### src/rtl/f2_cpu_pkg.sv
// Shared types and default widths for the 68000 phase-enable / DTACKn controller.
package f2_cpu_pkg;

    localparam int unsigned CW_DEF = 4;
    localparam int unsigned WW_DEF = 2;

    typedef enum logic [1:0] {
        IDLE = 2'd0,
        WAIT = 2'd1,
        ACK  = 2'd2
    } state_t;

    typedef enum logic {
        P1 = 1'b0,
        P2 = 1'b1
    } phase_t;

endpackage

### src/rtl/f2_cen_phase_seq.sv
// Strict phi1/phi2 alternation of the incoming cen pulses, with optional phase injection
// on idle clocks; cpu_cen/cpu_cenb are registered (1 clk after the input pulse).
module f2_cen_phase_seq
    import f2_cpu_pkg::*;
(
    input  logic clk,
    input  logic rst_n,
    input  logic cen_in,
    input  logic cenb_in,
    input  logic inject_ok,
    output logic cpu_cen,
    output logic cpu_cenb,
    output logic issue_cen,
    output logic inj_cenb
);

    phase_t phase;
    logic   inject;
    logic   issue_cenb;

    // Only the due phase can be issued, so dropped and injected pulses keep the alternation.
    always_comb begin
        inject     = inject_ok && !cen_in && !cenb_in;
        issue_cen  = (phase == P1) && (cen_in  || inject);
        issue_cenb = (phase == P2) && (cenb_in || inject);
        inj_cenb   = (phase == P2) && inject;
    end

    always_ff @(posedge clk or negedge rst_n) begin
        if (!rst_n) begin
            phase    <= P1;
            cpu_cen  <= 1'b0;
            cpu_cenb <= 1'b0;
        end else begin
            cpu_cen  <= issue_cen;
            cpu_cenb <= issue_cenb;
            if (issue_cen)
                phase <= P2;
            else if (issue_cenb)
                phase <= P1;
        end
    end

endmodule

### src/rtl/f2_cpu_dtack_ctrl.sv
// 68000 phase enables and DTACKn with programmed and SDRAM-busy wait states.
// Define F2_DTACK_RECOVERY_EN to re-issue phases lost while stalled on a busy SDRAM.
module f2_cpu_dtack_ctrl
    import f2_cpu_pkg::*;
#(
    parameter int unsigned CW = CW_DEF,
    parameter int unsigned WW = WW_DEF
) (
    input  logic          clk,
    input  logic          rst_n,
    input  logic          cen_in,
    input  logic          cenb_in,
    input  logic          cpu_as_n,
    input  logic [1:0]    cpu_ds_n,
    input  logic          bus_cs,
    input  logic          bus_busy,
    input  logic [WW-1:0] wait_cyc,
    output logic          cpu_cen,
    output logic          cpu_cenb,
    output logic          dtack_n,
    output logic [CW-1:0] lost_cnt
);

    localparam logic [CW-1:0] LOST_MAX = '1;

    state_t        state, state_nx;
    logic [WW-1:0] wcnt, wcnt_nx;
    logic [CW-1:0] lost_nx;
    logic          dtack_nx;
    logic          stall;
    logic          issue_cen;
    logic          inj_cenb;
    logic          inject_ok;

`ifdef F2_DTACK_RECOVERY_EN
    // Inhibited in WAIT so a stall increment never meets a recovery decrement.
    assign inject_ok = (state != WAIT) && (lost_cnt != '0);
`else
    assign inject_ok = 1'b0;
`endif

    f2_cen_phase_seq u_phase_seq (
        .clk       (clk),
        .rst_n     (rst_n),
        .cen_in    (cen_in),
        .cenb_in   (cenb_in),
        .inject_ok (inject_ok),
        .cpu_cen   (cpu_cen),
        .cpu_cenb  (cpu_cenb),
        .issue_cen (issue_cen),
        .inj_cenb  (inj_cenb)
    );

    always_ff @(posedge clk or negedge rst_n) begin
        if (!rst_n) begin
            state    <= IDLE;
            wcnt     <= '0;
            dtack_n  <= 1'b1;
            lost_cnt <= '0;
        end else begin
            state    <= state_nx;
            wcnt     <= wcnt_nx;
            dtack_n  <= dtack_nx;
            lost_cnt <= lost_nx;
        end
    end

    always_comb begin
        state_nx = state;
        wcnt_nx  = wcnt;
        stall    = 1'b0;
        case (state)
            IDLE: begin
                if (issue_cen && !cpu_as_n && (cpu_ds_n != 2'b11)) begin
                    state_nx = WAIT;
                    wcnt_nx  = wait_cyc;
                end
            end
            WAIT: begin
                if (cpu_as_n)
                    state_nx = IDLE;
                else if (issue_cen) begin
                    if (wcnt != '0)
                        wcnt_nx = wcnt - 1'b1;
                    else if (bus_cs && bus_busy)
                        stall = 1'b1;
                    else
                        state_nx = ACK;
                end
            end
            ACK: begin
                if (cpu_as_n)
                    state_nx = IDLE;
            end
            default: state_nx = IDLE;
        endcase
    end

    always_comb begin
        dtack_nx = (state_nx != ACK);
        lost_nx  = lost_cnt;
        if (stall && (lost_cnt != LOST_MAX))
            lost_nx = lost_cnt + 1'b1;
        else if (inj_cenb && (lost_cnt != '0))
            lost_nx = lost_cnt - 1'b1;
    end

endmodule

### config.mk
export PLATFORM = sky130hd
export DESIGN_NAME = f2_cpu_dtack_ctrl
export DESIGN_NICKNAME = d
export VERILOG_FILES = /design/src/rtl/f2_cpu_pkg.sv /design/src/rtl/f2_cen_phase_seq.sv /design/src/rtl/f2_cpu_dtack_ctrl.sv
export SDC_FILE = /design/constraint.sdc
export NUM_CORES = 1
export LEC_CHECK = 0
export ABC_AREA = 1
export BUFFER_PORTS_ARGS = -buffer_cell sky130_fd_sc_hd__buf_2
export CAP_MARGIN = 40
export CORE_UTILIZATION = 42
export DETAILED_ROUTE_END_ITERATION = 12
export PLACE_DENSITY_LB_ADDON = 0.08
export RECOVER_POWER = 100
export SLEW_MARGIN = 20
export SYNTH_ARGS = -nofsm -noshare
export SYNTH_HDL_FRONTEND = slang
export SYNTH_SLANG_ARGS = --single-unit
export TNS_END_PERCENT = 1
### constraint.sdc
create_clock -name clk -period 1.6 [get_ports clk]
set_clock_uncertainty 0.05 [all_clocks]
set_input_delay 0.32 -clock clk [delete_from_list [all_inputs] [get_ports clk]]
set_output_delay 0.32 -clock clk [all_outputs]
set_load 0.02 [all_outputs]
==> results_dict.tcl, run 1 <==
set metrics [dict create \
    crit_path_end_kind "output pin" \
    route.detailed.drc 0 \
    holdBufCountCts 1 \
    dr.pass1.iters 4 \
    cts_tree "built" \
    ys_warn_count 0 \
    async_reset_ff_share_pct 100 \
    port_buffers 17 \
    power_frac_comb_pct 25.4 \
    grt_pass1_wl_mm 2.08 \
    swShare_pct 31.8 \
    crit_family "flip-flops" \
    cp.required_ps 1230 \
    rows 14 \
    worstMarginPinSlew_ps 671 \
    grt.total_usage_pct 16.0 \
    syn_nets 92 \
    die_y_um 42.2 \
    cts.sinks 12 \
    syn_area_um2 679 \
    synth_edf_count 0 \
    crit_chain "clkbuf_1" \
    vias 572 \
    place.gp.congestion 0.733 \
    synth_top_area_share_pct 40.5 \
    clk_pin_slew_worst_paths_ps 80 \
    avgSynthCellArea_um2 8.60 \
    cp_max_fo 1 \
    cp_slowest_stage_delay_ps 520 \
    crit_type "flop to output pin" \
    hold_class "input pin to flop" \
    yosysSeqAreaShare_pct 44.4 \
    pwr-share-seq_pct 45.5 \
    grt_pass1_vias 501 \
    powerDensity_mw_per_mm2 1050 \
    insertion_delay_ps 270 \
    hold_viol_final 0 \
    hpwl_um 941 \
    crit_buf_inv 1 \
    ant_nets 0 \
    cts_buffer_depth 2 \
    die_x_um 42.2 \
    maxSlewViolCount 0 \
    cts-root-buf "clkbuf_4" \
    cp_data_arrival_time_ps 1000 \
    cts_setup_buffers 0 \
    dp_slack_ps 322 \
    finalCriticalPeriod_ps 1370 \
    power_frac_clock_pct 29.1 \
    outcome "finished, final reports clean" \
    overflow 0 \
    drive_gt1_share_pct 23.8 \
    routedWlPerCell_um 10.2 \
    numCtsBuffers 3 \
    wl_mm 1.20 \
    period_share_pct 85.9 \
    synth_seq_cells 12 \
    synth.top_cells.by_count "nand2_1 (20), dfrtp_1 (11), nand3_1 (8)" \
    fin_ws_ps 226 \
    switchingPower_mw 0.264 \
    post_cts_resized 0 \
    ys_types 20 \
    area_delta_synth_final_pct 16.8 \
    max_freq_mhz 728 \
    yosysMostFrequentCell "nand2_1" \
    finalSetupTns_ps 0 \
    dieArea_mm2 0.00178 \
    leakagePower_nw 0.407 \
    grt_setup_unrepaired "false" \
    num_antenna_cells 0 \
    grt_max_degree 13 \
    ioPinCount 18 \
    max-cap-violations 0 \
    cp-start-kind "flop" \
    antenna_found_initial 0 \
    vias_per_cell 4.89 \
    synthFlopType "dfrtp_1" \
    htree_num_levels 1 \
    slew_headroom_pct 55.2 \
    nNetsFinal 115 \
    syn_inst 79 \
    initial_core_util_pct 45.1 \
    setup_viol 0 \
    core_area_mm2 0.00151 \
    synth_top_area_cell "dfrtp_1" \
    drtIter0Drc 8 \
    crit_path_top_delay_cell "dfstp_2" \
    ys_top_cells_by_area "dfrtp_1 (41%), nand2_1 (11%), nand3_1 (5.9%), nand3_2 (4.4%), dfstp_2 (3.9%)" \
    finalPower_mw 0.829 \
    vdd_ir_drop_max_mv 0.578 \
    internal_power_mw 0.565 \
]
-- worst paths after layout --
check	start	endpoint	slack [ps]	cells past startpoint
setup / recovery	dtack_n	dtack_n	230	1
hold / removal	cenb_in	u_phase_seq.cpu_cenb	190	3
setup reg to reg	wcnt[0]	lost_cnt[0]	280	8
hold reg to reg	u_phase_seq.phase	u_phase_seq.cpu_cen	450	1
max in group asynchronous	rst_n	wcnt[0]	540	2
min in group asynchronous	rst_n	u_phase_seq.cpu_cenb	540	2
-- power by group through the flow --
stage,sequential (mW),clock [mW],combinational (mW)
after CTS,0.379,0.251,0.236
final,0.377,0.241,0.211
after detailed placement,0.385,0,0.232
after floorplan,0.396,0,0.157
after global routing,0.383,0.270,0.244
after global placement,0.382,0,0.234
-- metal layers --
metal,GRT usage [%],part of all wire (%),vias up
met5,0,0,-
met4,11.3,2.9,0
met3,4.31,5.0,4
met2,23.4,44,13
met1,20.3,48,258
li1,-,-,297
-- worst min-delay path, delay by kind of cell --
kind | cells | cell delay (ps)
buffers and inverters | 2 | 120
and+or+nand+nor | 1 | 40
-- cell type report --
cell class,instances,area [um2]
Multi-Input combinational cell,56,309
Fill cell,165,713
Timing Repair Buffer,18,85.1
Clock buffer,4,36.3
Sequential cell,12,302
Inverter,11,41.3
Tap cell,16,20.0
-- through the flow --
step / instance area [um2] / instances / hold slack [ps] / utilization, %
3_5_place_dp: 785 / 112 / 167 / 52.1
4_1_cts: 831 / 117 / 188 / 55.1
5_1_grt: 793 / 117 / 196 / 52.7
2_1_floorplan: 679 / 79 / -25.6 / -
6_report: 793 / 117 / 194 / 52.7
3_3_place_gp: 785 / 112 / 164 / 52.1
-- layout by cell type, fill, tap and decap left out, types with 2 or more instances in the layout --
| cell | Yosys | layout |
|---|---|---|
| nand2_1 | 20 | 21 |
| dfrtp_1 | 11 | 11 |
| nand3_1 | 8 | 9 |
| buf_2 | 0 | 9 |
| nor2_1 | 4 | 8 |
| clkbuf_1 | 0 | 8 |
| inv_1 | 5 | 6 |
| inv_2 | 6 | 3 |
| o21ai_0 | 3 | 3 |
| clkbuf_4 | 0 | 3 |
| nand3b_1 | 2 | 2 |
| clkinv_1 | 0 | 2 |
| nand3_2 | 3 | 2 |
| xor2_1 | 2 | 2 |
| ha_1 | 2 | 2 |
-- flip-flops by register name, indices dropped and copies added (netlist names) --
register / count
dtack_n: 1
lost_cnt: 4
state: 2
u_phase_seq.cpu_cen: 1
u_phase_seq.cpu_cenb: 1
u_phase_seq.phase: 1
wcnt: 2
-- cells by family after synthesis --
group	count (synthesis)	share of synthesized area [%]
AO/OA/AOI/OAI	4	3.31
AND/OR/NAND/NOR	48	40.0
XOR/XNOR	2	2.58
buffers and inverters	11	6.08
adder cells (fa/ha/maj)	2	3.68
flip-flops	12	44.4
No activity file was read; power rests on OpenSTA's default activity.
==> run 2: changes to the inputs <==
- CAP_MARGIN: 40 -> 30
- RECOVER_POWER: 100 -> 50
- SYNTH_HIERARCHICAL: unset -> 1
==> run 2 against run 1 <==
Net effect: the run now ends with setup timing left; setup slack got worse by 400 ps; maximum frequency shrank 22%; first-iteration DRC count rose by 88%; sequential power grew 19%; critical path type is now flop to flop.
==> results_dict.tcl, run 2 <==
set metrics [dict create \
    outcome "finished, violations left" \
    violations "setup timing" \
    finalCriticalPeriod_ps 1770 \
    numCtsBuffers 3 \
    power_frac_comb_pct 60.7 \
    final_core_util_pct 73.7 \
    vias 748 \
    crit_chain "inv_2 -> nand2_2 -> inv_2 -> nand2_4 -> nor2_4 -> nand3_4 -> ha_4 -> nand2_2 -> nand3_2 -> inv_2 -> nand3_2 -> nand3_1 -> nand2_1" \
    async_reset_ff_share_pct 100 \
    routedWlPerCell_um 10.4 \
    largest_reg_flops 4 \
    synth.top_cells.by_count "nand2_1 (22), inv_1 (15), dfrtp_1 (11)" \
    dieArea_mm2 0.00196 \
    port_buffers 17 \
    cts-root-buf "clkbuf_4" \
    vias_per_cell 4.51 \
    ys_types 25 \
    syn_inst 95 \
    syn_area_um2 751 \
    switchingPower_mw 0.688 \
    cp_data_arrival_time_ps 1890 \
    pwr-share-seq_pct 25.6 \
    area_delta_synth_final_pct 56.5 \
    hold_class "input pin to flop" \
    initial_core_util_pct 47.1 \
    maxSlewViolCount 0 \
    synth_seq_cells 12 \
    synth_edf_count 0 \
    fin_ws_ps -171 \
    final_common_cell "buf_4" \
    yosys.area_share.simple_pct 33.0 \
    hpwl_mm 1.31 \
    vdd_ir_drop_max_mv 1.02 \
    crit_family "simple AND/OR/NAND/NOR gates" \
    setup_viol 3 \
    ant_nets 0 \
    num_antenna_cells 0 \
    die_y_um 44.3 \
    wl_mm 1.73 \
    yosysSeqAreaShare_pct 40.2 \
    period_share_pct 111 \
    crit_top_cell "inv_2" \
    crit_path_top_delay_cell "dfrtp_1" \
    internal_power_mw 1.07 \
    avgSynthCellArea_um2 7.90 \
    insertion_delay_ps 270 \
    die_x_um 44.3 \
    dr.pass1.iters 4 \
    route.detailed.drc 0 \
    max_freq_mhz 565 \
    synth-compound-area-share_pct 7.83 \
    leakagePower_nw 0.597 \
    drive_gt1_share_pct 51.4 \
    grt.total_usage_pct 21.8 \
    grt_pass1_vias 764 \
    synth_top_area_share_pct 36.7 \
    worstMarginPinSlew_ps 658 \
    synth_top_area_cell "dfrtp_1" \
    cp.required_ps 1720 \
    grt_max_degree 13 \
    drtIter0Drc 15 \
    grt_pass1_wl_mm 3.11 \
    swShare_pct 39.2 \
    regMostFlops "lost_cnt" \
    final_cell_mix "buf_4 (23), nand2_1 (18), buf_2 (16)" \
    hold_viol_final 0 \
    crit_buf_inv 3 \
    place.gp.congestion 0.727 \
    crit_path_end_kind "flop" \
    cts_buffer_depth 2 \
    largestRegisters "lost_cnt: 4 flops, state: 2 flops, wcnt: 2 flops" \
    yosysMostFrequentCell "nand2_1" \
    antenna_found_initial 0 \
    slew_headroom_pct 56.2 \
    crit_type "flop to flop" \
    clk_pin_slew_worst_paths_ps 80 \
    cp_max_fo 3 \
    htree_num_levels 1 \
    ioPinCount 18 \
    max-cap-violations 0 \
    core_area_mm2 0.00159 \
    synthAdderAreaFrac_pct 7.67 \
    synth.area.mux_share_pct 0 \
    rows 14 \
    synthFlopType "dfrtp_1" \
    cp_slowest_stage_delay_ps 400 \
    powerDensity_mw_per_mm2 1490 \
    overflow 0 \
    ys_warn_count 6 \
    cts_tree "built" \
    finalPower_mw 1.75 \
    synth-xor-area-share_pct 2.33 \
    ys_top_cells_by_area "dfrtp_1 (37%), nand2_1 (11%), inv_1 (7.5%), nand3_1 (5.3%), ha_1 (5.0%)" \
    power_frac_clock_pct 13.7 \
    grt_setup_unrepaired "true" \
    cp-start-kind "flop" \
    synth_top_family_by_area "simple AND/OR/NAND/NOR gates" \
    nNetsFinal 158 \
    cts.sinks 12 \
]
## run 2: through the flow
stage	setup TNS [ps]	hold WS, ps	cells	worst slack (ps)	cell area [um2]
finish	-349	272	166	-171	1170
global route	-651	293	166	-257	1170
CTS	-284	272	164	-143	1160
detailed placement	-660	164	153	-320	1030
global placement	-561	160	153	-255	1030
floorplan	-333	-25.6	96	-208	795
## run 2: cell families after synthesis
| kind of cell | count (synthesis) |
|---|---|
| other cells | 1 |
| xor+xnor | 2 |
| buf+inv | 17 |
| simple gates | 49 |
| flops | 12 |
| compound gates | 10 |
| fa+ha+maj | 4 |
## run 2: path summary, 6_finish.rpt
check	start	to	slack, ps	cells after the start
hold reg to reg	u_phase_seq/phase	u_phase_seq/phase	530	3
setup / recovery	u_phase_seq/phase	lost_cnt[3]	-170	13
hold / removal	cenb_in	u_phase_seq/cpu_cenb	270	3
max in group asynchronous	rst_n	lost_cnt[3]	550	2
setup reg to reg	u_phase_seq/phase	lost_cnt[3]	-170	13
min in group asynchronous	rst_n	u_phase_seq/cpu_cen	530	2
## run 2: power by group through the flow
stage | logic [mW] | registers [mW] | clock network, mW
floorplan | 0.386 | 0.568 | 0
global placement | 0.862 | 0.443 | 0
detailed placement | 0.865 | 0.447 | 0
CTS | 1.02 | 0.447 | 0.245
global route | 1.20 | 0.455 | 0.260
finish | 1.06 | 0.449 | 0.240
## run 2: area by class of cell
cell class	count	area, um2
multi-input cells	67	469
fillers	121	419
flip-flops and latches	12	302
repair buffers	42	274
inverters	17	63.8
clock buffers	4	36.3
well taps	24	30.0
## run 2: timing repair
item                                   4_1_cts  5_1_grt
gates resized for setup                     10        1
setup endpoints to repair                    3        4
hold buffers                                 1        0
endpoints found under the hold margin       11        0
buffers inserted                             6        2
pin swaps                                    8        7
## run 2: layer usage
| metal | global-route usage, % | vias to the layer above | routed length, um |
|---|---|---|---|
| li1 | - | 389 | - |
| met1 | 27.5 | 346 | 786 |
| met2 | 37.9 | 13 | 893 |
| met3 | 3.67 | 0 | 46 |
| met4 | 6.67 | 0 | 0 |
| met5 | 0 | - | 0 |
## run 2: worst min-delay path: cells and delay by family
family                 cells  cell delay [ps]
AO/OA/AOI/OAI              1               60
buffers and inverters      2              180
==> run 3: changes to the inputs <==
- CORE_UTILIZATION: 42 -> 44
==> run 3 against run 2 <==
Net effect: the flow still finishes with violations (setup timing); first-iteration DRC count shrank 60%; non-clock buffer count shrank 5; combinational power shrank 7%; wire length is essentially flat; clock power is essentially flat; setup slack lost 54 ps; cell count shrank 7.8%; count of clock-buffer cells in the layout is the same; maximum frequency shrank 3.0%; highest routed layer is now met4; global-route usage shrank 2.0 points; critical path depth shrank 4; register-to-register slack lost 50 ps.
==> results_dict.tcl, run 3 (synthesis gave the netlist of run 2 again) <==
set metrics [dict create \
    cp_data_arrival_time_ps 1940 \
    grt_max_degree 13 \
    crit_family "adder cells" \
    hold_path_end "wcnt[1]" \
    cp.required_ps 1710 \
    power_frac_comb_pct 58.7 \
    swShare_pct 40.5 \
    slew_headroom_pct 57.9 \
    core_area_mm2 0.00154 \
    cts_tree "built" \
    whs_ps 285 \
    die_y_um 43.3 \
    nNetsFinal 153 \
    crit_type "flop to flop" \
    finalPower_mw 1.68 \
    crit_chain "inv_1 -> ha_4 -> nand2_4 -> nor2_4 -> nand3_4 -> buf_4 -> fa_2 -> xnor2_2 -> a21oi_1" \
    cp_slowest_stage_delay_ps 380 \
    grt.total_usage_pct 19.7 \
    power_frac_clock_pct 14.3 \
    vias_per_cell 4.94 \
    final_cell_mix "nand2_1 (20), buf_4 (19), buf_2 (16)" \
    antenna_found_initial 0 \
    numCtsBuffers 3 \
    grt_pass1_wl_mm 2.75 \
    hpwl_mm 1.37 \
    max-cap-violations 0 \
    place.gp.congestion 0.802 \
    vdd_ir_drop_max_mv 0.910 \
    setup_viol 3 \
    maxSlewViolCount 0 \
    violations "setup timing" \
    crit_path_top_delay_cell "dfrtp_1" \
    htree_num_levels 1 \
    cp-start-kind "flop" \
    overflow 0 \
    drive_gt1_share_pct 48.9 \
    routedWlPerCell_um 11.3 \
    num_antenna_cells 0 \
    multi_input_area_um2 474 \
    rrSetupSlack_ps -230 \
    cts-root-buf "clkbuf_4" \
    ioPinCount 18 \
    crit_buf_inv 2 \
    period_share_pct 114 \
    reg2reg_depth 9 \
    dr.pass1.iters 4 \
    cts.sinks 12 \
    pwr-share-seq_pct 27.0 \
    wl_mm 1.73 \
    largestRegisters "lost_cnt: 4 flops, state: 2 flops, wcnt: 2 flops" \
    outcome "finished, violations left" \
    internal_power_mw 0.998 \
    grt_pass1_vias 715 \
    switchingPower_mw 0.678 \
    finalSetupTns_ps -673 \
    insertion_delay_ps 270 \
    ant_nets 0 \
    die_x_um 43.3 \
    hold_depth 3 \
    route.detailed.drc 0 \
    crit_path_end_kind "flop" \
    hold_viol_final 0 \
    hp-start "wait_cyc[1]" \
    finalCriticalPeriod_ps 1830 \
    clk_pin_slew_worst_paths_ps 70 \
    area_delta_synth_final_pct 50.8 \
    regMostFlops "lost_cnt" \
    fill_cells 117 \
    cp_max_fo 3 \
    rows 14 \
    initial_core_util_pct 48.7 \
    cts_buffer_depth 2 \
    port_buffers 17 \
    hold_class "input pin to flop" \
    largest_reg_flops 4 \
    vias 756 \
    grt_setup_unrepaired "true" \
    r2r_end "lost_cnt[2]" \
    max_freq_mhz 548 \
    drtIter0Drc 6 \
    final_common_cell "nand2_1" \
    worstMarginPinSlew_ps 632 \
    fin_ws_ps -225 \
    regArea_um2 302 \
    r2r-start "wcnt[1]" \
    leakagePower_nw 0.578 \
    dieArea_mm2 0.00188 \
    powerDensity_mw_per_mm2 1480 \
]
==> run 3: metal layers <==
| metal | GRT usage, % | up-vias | wire length [um] |
|---|---|---|---|
| met3 | 3.83 | 6 | 72 |
| met5 | 0 | - | 0 |
| met4 | 7.27 | 0 | 46 |
| met1 | 22.7 | 350 | 732 |
| li1 | - | 377 | - |
| met2 | 35.8 | 23 | 874 |
==> run 3: final cells by class <==
class | instances | area share, %
Clock buffer | 4 | 3.20
Tap cell | 16 | 1.77
Sequential cell | 12 | 26.6
Multi-Input combinational cell | 67 | 41.9
Inverter | 17 | 5.64
Timing Repair Buffer | 37 | 20.9
==> run 3: stage by stage <==
stage | cells | cell area (um2) | util (%) | setup slack (ps)
6_report | 153 | 1130 | 73.5 | -225
5_1_grt | 153 | 1130 | 73.5 | -372
4_1_cts | 150 | 1070 | 69.2 | -249
3_5_place_dp | 143 | 1000 | 65.2 | -330
3_3_place_gp | 143 | 1000 | 65.2 | -294
2_1_floorplan | 96 | 795 | - | -208
==> run 3: worst max-delay path by stage <==
stage | start | end | cells after the start
finish | wcnt[1] | lost_cnt[2] | 9
global route | u_phase_seq/phase | lost_cnt[3] | 14
CTS | wcnt[0] | lost_cnt[3] | 12
detailed placement | cen_in | lost_cnt[3] | 15
global placement | cen_in | lost_cnt[3] | 14
floorplan | wcnt[0] | lost_cnt[3] | 13
==> run 3: power groups by stage <==
| stage | Sequential (mW) | Combinational (mW) | Clock [mW] |
|---|---|---|---|
| after global routing | 0.462 | 1.09 | 0.260 |
| after CTS | 0.448 | 0.840 | 0.242 |
| final | 0.453 | 0.983 | 0.240 |
| after global placement | 0.443 | 0.808 | 0 |
| after detailed placement | 0.454 | 0.825 | 0 |
| after floorplan | 0.568 | 0.386 | 0 |
==> run 3: worst reg2reg max path: stages (launching register included) <==
cell     delay (ps)
dfrtp_1         380
inv_1           110
ha_4            170
nand2_4          50
nor2_4          130
nand3_4         110
buf_4           150
fa_2            350
xnor2_2         150
a21oi_1          70
==> run 3: repair_timing <==
action                                 CTS  global route
setup buffers                            2             3
pin swaps                                3             8
setup endpoints to repair                3             5
gates resized for setup                  0            10
hold buffers                             1             0
cloned                                   0             0
endpoints found under the hold margin   11             0
